==> config.mk <==
export PLATFORM = sky130hd
export DESIGN_NAME = mips_multicycle_control
export DESIGN_NICKNAME = d
export VERILOG_FILES = /design/src/rtl/mips_defs_pkg.sv /design/src/rtl/mips_multicycle_control.sv
export SDC_FILE = /design/constraint.sdc
export NUM_CORES = 1
export LEC_CHECK = 0
export ABC_AREA = 1
export BUFFER_PORTS_ARGS = -buffer_cell sky130_fd_sc_hd__buf_2
export CORE_MARGIN = 1
export CORE_UTILIZATION = 30
export CTS_CLUSTER_SIZE = 28
export DETAILED_ROUTE_END_ITERATION = 8
export GPL_TIMING_DRIVEN = 0
export PLACE_DENSITY = 0.67
export SKIP_LAST_GASP = 1
export SYNTH_ARGS = -nofsm -noshare
export SYNTH_HDL_FRONTEND = slang
export SYNTH_SLANG_ARGS = --single-unit
==> constraint.sdc <==
create_clock -name clk -period 2.3 [get_ports clk]
set_input_delay 0.575 -clock clk [delete_from_list [all_inputs] [get_ports clk]]
set_output_delay 0.575 -clock clk [all_outputs]
set_load 0.05 [all_outputs]
==> src/rtl/mips_defs_pkg.sv <==
// Shared MIPS definitions: opcode constants and ALU operation codes used by the
// multi-cycle control FSM and the ALU control decoder, plus datapath mux codes.
package mips_defs;

  // Primary opcodes (instr[31:26])
  localparam logic [5:0] OP_RTYPE = 6'b000000;
  localparam logic [5:0] OP_LW    = 6'b100011;
  localparam logic [5:0] OP_SW    = 6'b101011;
  localparam logic [5:0] OP_BEQ   = 6'b000100;
  localparam logic [5:0] OP_J     = 6'b000010;
  localparam logic [5:0] OP_ADDI  = 6'b001000;

  // aluOp codes consumed by aluControl_32_bit
  localparam logic [1:0] ALUOP_ADD   = 2'b00;
  localparam logic [1:0] ALUOP_SUB   = 2'b01;
  localparam logic [1:0] ALUOP_FUNCT = 2'b10;

  // ALU B operand select
  localparam logic [1:0] SRCB_REG     = 2'b00;
  localparam logic [1:0] SRCB_FOUR    = 2'b01;
  localparam logic [1:0] SRCB_IMM     = 2'b10;
  localparam logic [1:0] SRCB_IMM_SH2 = 2'b11;

  // PC source select
  localparam logic [1:0] PCSRC_ALU    = 2'b00;
  localparam logic [1:0] PCSRC_ALUOUT = 2'b01;
  localparam logic [1:0] PCSRC_JUMP   = 2'b10;

endpackage

==> src/rtl/mips_multicycle_control.sv <==
// Moore main control FSM for the multi-cycle MIPS datapath. The state register
// and next-state logic live in one clocked block; every control output is a
// combinational decode of the state, with only irWrite/pcWrite also gated by
// memReady so a stalled fetch neither loads the IR nor advances the PC.
module mips_multicycle_control
  import mips_defs::*;
#(
  parameter int STATE_W = 4
) (
  input  logic               clk,
  input  logic               reset,
  input  logic [5:0]         opcode,
  input  logic               memReady,
  output logic               pcWrite,
  output logic               pcWriteCond,
  output logic               iorD,
  output logic               memRead,
  output logic               memWrite,
  output logic               irWrite,
  output logic               memToReg,
  output logic               regDst,
  output logic               regWrite,
  output logic               aluSrcA,
  output logic [1:0]         aluSrcB,
  output logic [1:0]         aluOp,
  output logic [1:0]         pcSource,
  output logic [STATE_W-1:0] state
);

  typedef enum logic [3:0] {
    S_FETCH  = 4'd0,
    S_DECODE = 4'd1,
    S_MEMADR = 4'd2,
    S_MEMRD  = 4'd3,
    S_MEMWB  = 4'd4,
    S_MEMWR  = 4'd5,
    S_RTEXEC = 4'd6,
    S_RTWB   = 4'd7,
    S_BRANCH = 4'd8,
    S_JUMP   = 4'd9,
    S_ADDIEX = 4'd10,
    S_ADDIWB = 4'd11
  } state_t;

  state_t state_q;

  assign state = STATE_W'(state_q);

  // State register with next-state selection; opcode is only consulted once the IR holds it
  // NOTE: sequential state uses non-blocking assignments so every flop samples pre-edge values.
  always_ff @(posedge clk) begin
    if (reset) begin
      state_q <= S_FETCH;
    end else begin
      case (state_q)
        S_FETCH:  if (memReady) state_q <= S_DECODE;
        S_DECODE: begin
          case (opcode)
            OP_RTYPE:     state_q <= S_RTEXEC;
            OP_LW, OP_SW: state_q <= S_MEMADR;
            OP_BEQ:       state_q <= S_BRANCH;
            OP_J:         state_q <= S_JUMP;
            OP_ADDI:      state_q <= S_ADDIEX;
            default:      state_q <= S_FETCH;  // unsupported: no-op, PC already advanced
          endcase
        end
        S_MEMADR: state_q <= (opcode == OP_LW) ? S_MEMRD : S_MEMWR;
        S_MEMRD:  if (memReady) state_q <= S_MEMWB;
        S_MEMWB:  state_q <= S_FETCH;
        S_MEMWR:  if (memReady) state_q <= S_FETCH;
        S_RTEXEC: state_q <= S_RTWB;
        S_RTWB:   state_q <= S_FETCH;
        S_BRANCH: state_q <= S_FETCH;
        S_JUMP:   state_q <= S_FETCH;
        S_ADDIEX: state_q <= S_ADDIWB;
        S_ADDIWB: state_q <= S_FETCH;
        default:  state_q <= S_FETCH;  // illegal codes 12-15 recover to fetch
      endcase
    end
  end

  // Control-word decode of the current state; illegal codes drive everything low
  // NOTE: every output gets a default first so no path through the case infers a latch.
  always_comb begin
    pcWrite     = 1'b0;
    pcWriteCond = 1'b0;
    iorD        = 1'b0;
    memRead     = 1'b0;
    memWrite    = 1'b0;
    irWrite     = 1'b0;
    memToReg    = 1'b0;
    regDst      = 1'b0;
    regWrite    = 1'b0;
    aluSrcA     = 1'b0;
    aluSrcB     = SRCB_REG;
    aluOp       = ALUOP_ADD;
    pcSource    = PCSRC_ALU;
    case (state_q)
      S_FETCH: begin
        memRead = 1'b1;
        aluSrcB = SRCB_FOUR;
        irWrite = memReady;
        pcWrite = memReady;
      end
      S_DECODE: aluSrcB = SRCB_IMM_SH2;  // branch target precompute
      S_MEMADR, S_ADDIEX: begin
        aluSrcA = 1'b1;
        aluSrcB = SRCB_IMM;
      end
      S_MEMRD: begin
        memRead = 1'b1;
        iorD    = 1'b1;
      end
      S_MEMWB: begin
        regWrite = 1'b1;
        memToReg = 1'b1;
      end
      S_MEMWR: begin
        memWrite = 1'b1;
        iorD     = 1'b1;
      end
      S_RTEXEC: begin
        aluSrcA = 1'b1;
        aluOp   = ALUOP_FUNCT;
      end
      S_RTWB: begin
        regWrite = 1'b1;
        regDst   = 1'b1;
      end
      S_BRANCH: begin
        aluSrcA     = 1'b1;
        aluOp       = ALUOP_SUB;
        pcWriteCond = 1'b1;
        pcSource    = PCSRC_ALUOUT;
      end
      S_JUMP: begin
        pcWrite  = 1'b1;
        pcSource = PCSRC_JUMP;
      end
      S_ADDIWB: regWrite = 1'b1;
      default: ;
    endcase
  end

endmodule

==> results.json <==
{
  "status": "complete, no violations",
  "fin_tns_setup_ps": 0,
  "avgViaCountPerCell": 4.73,
  "worstReg2RegStart": "state[0]",
  "grt_antenna_before_repair": 0,
  "drc_errors": 0,
  "holdCritPathClass": "in2reg",
  "numCtsBuffers": 3,
  "r2r_cells": 9,
  "required_ps": 1730,
  "rsz0062_at_grt": "no",
  "synth_compound_area_frac": 0.0949,
  "pin_count": 29,
  "multi_input_area_sq_um": 344,
  "syn-cell-area_sq_um": 488,
  "design_area_sq_um": 693,
  "h-tree-depth": 1,
  "seq_area_sq_um": 80.1,
  "synthTopCellsByArea": "nand2_1 (18%), nor2_1 (17%), dfxtp_1 (16%)",
  "cp.arrival_ps": 1420,
  "globalplace.congestion": 0.734,
  "grt_pass1_wl_mm": 2.10,
  "grt_max_degree": 8,
  "reg2reg_slack_ps": 1090,
  "synthCells": 95,
  "startpoint": "state[3]",
  "row_count": 14,
  "synth_edf_count": 0,
  "cap_viol_max_count": 0,
  "synth_top_area_share": 0.185,
  "yosys_warnings": 0,
  "antenna_cells": 0,
  "path_clk_slew_ps": 30,
  "fp.dieW_um": 42.3,
  "synthArstFlopShare": 0,
  "fill_cells": 180,
  "grt_pass1_vias": 555,
  "synth_xor_area_frac": 0.0179,
  "min_period_ps": 2000,
  "dpl_cell_area_sq_um": 671,
  "synth-seq-cells": 4,
  "cts.sinks": 4,
  "cp-end-kind": "output pin",
  "cts_buffer_depth": 2,
  "post_cts_resized": 0,
  "die_y_um": 42.3,
  "crit_fanout": 5,
  "p_leak_uw": 0.000426,
  "synthFlopType": "dfxtp_1",
  "numPortBuffers": 28,
  "synthToLayoutAreaGrowth_pct": 42.1,
  "r2r-end": "state[1]",
  "crit_type": "reg2out",
  "worst_clock_skew_ps": 3.11,
  "ctsHoldBuffers": 0,
  "ir_worst_vdd_uv": 375,
  "synth-simple-area-share": 0.546,
  "clk_latency_ps": 230,
  "slew_violations": 0,
  "synth_common_cells": "nand2_1 (24), nor2_1 (22), inv_1 (17), nand3_1 (8)",
  "via_count": 671,
  "ys_types": 17,
  "yosysMostFrequentCell": "nand2_1",
  "largest_reg_flops": 4,
  "core-area_sq_um": 1510,
  "finalHoldViolations": 0,
  "grt-ovfl-total": 0,
  "post-cts-setup-buffers": 0,
  "post_drt_wl_per_cell_um": 8.69,
  "start_util": 0.324,
  "timing.fmax_mhz": 501,
  "yosys-mux-area-fraction": 0,
  "syn_nets": 104,
  "worst_pin_slew_ps": 273,
  "drtIter0Drc": 11,
  "cts_tree": "yes",
  "yosysSeqAreaShare": 0.164,
  "hpwl_mm": 1.10,
  "synthAdderAreaFrac": 0,
  "startpoint_type": "flip-flop",
  "grt_usage": 0.146,
  "syn_avg_cell_area_sq_um": 5.14,
  "max-slew-margin-rel": 0.816,
  "antenna_left": 0,
  "synth_top_family_by_area": "simple AND/OR/NAND/NOR gates",
  "yosysTopAreaCell": "nand2_1",
  "setup_viol": 0,
  "nets": 137,
  "die-area_sq_um": 1790,
  "dr.pass1.iters": 6,
  "clockRootBuffer": "clkbuf_4",
  "finalCritPeriodShare": 0.868,
  "cp-endpoint": "pcSource[0]",
  "totalWireLength_mm": 1.23,
  "drive_gt1_frac": 0.357,
  "powerDensity_nw_per_um2": 364
}
where the power goes:
| part | internal, uW | switching, uW |
|---|---|---|
| Clock | 58.0 | 24.1 |
| Sequential | 71.9 | 3.39 |
| Combinational | 25.5 | 69.7 |
kinds of logic (layout without fill, tap and decap cells):
group | count (synthesis) | count (layout)
xor+xnor | 1 | 1
compound gates | 8 | 8
simple gates | 61 | 61
flops | 4 | 4
buf+inv | 21 | 52
through the flow:
step                      cells  hold WS (ps)  utilization  power [uW]  worst slack, ps
after floorplan              95           637            -         147             -121
after global placement      139           727        0.445         170              555
after detailed placement    139           734        0.445         172              525
after CTS                   142           533        0.460         257              278
after global routing        142           535        0.460         271              157
final                       142           538        0.460         253              303
routing by layer:
metal	global-route usage	vias to the layer above	share of wire
met1	0.193	295	0.45
met4	0.0375	0	0
met3	0.0172	0	0.054
li1	-	353	-
met5	0	-	0
met2	0.249	23	0.49
worst min-delay path by stage:
stage / startpoint / cells past startpoint / to / slack (ps)
after floorplan: reset / 1 / state[0] / 640
after global placement: state[3] / 5 / state[2] / 730
after detailed placement: state[3] / 5 / state[2] / 730
after CTS: reset / 2 / state[0] / 530
after global routing: reset / 2 / state[0] / 540
final: reset / 2 / state[0] / 540
critical path: stages, from the launching register on:
cell     delay (ps)
dfxtp_1         330
inv_1           110
nor2_1          140
inv_1           140
nor2_4          120
buf_4           110
buf_2           240
final cells by class:
| type | count | share of cell area |
|---|---|---|
| plain buffers | 2 | 0.0217 |
| flip-flops and latches | 4 | 0.116 |
| repair buffers | 28 | 0.202 |
| multi-input cells | 70 | 0.496 |
| inverters | 19 | 0.103 |
| well taps | 16 | 0.0289 |
| clock buffers | 3 | 0.0325 |
cell usage in the layout (no fill, tap or decap), drive strengths merged:
cell type / count
a21oi: 2
buf: 30
clkbuf: 3
dfxtp: 4
inv: 19
nand2: 27
nand3: 8
nand4: 2
nor2: 23
o21ai: 4
o22ai: 2
or2: 1
xor2: 1
Note: power is estimated with default switching activity, not from simulation.
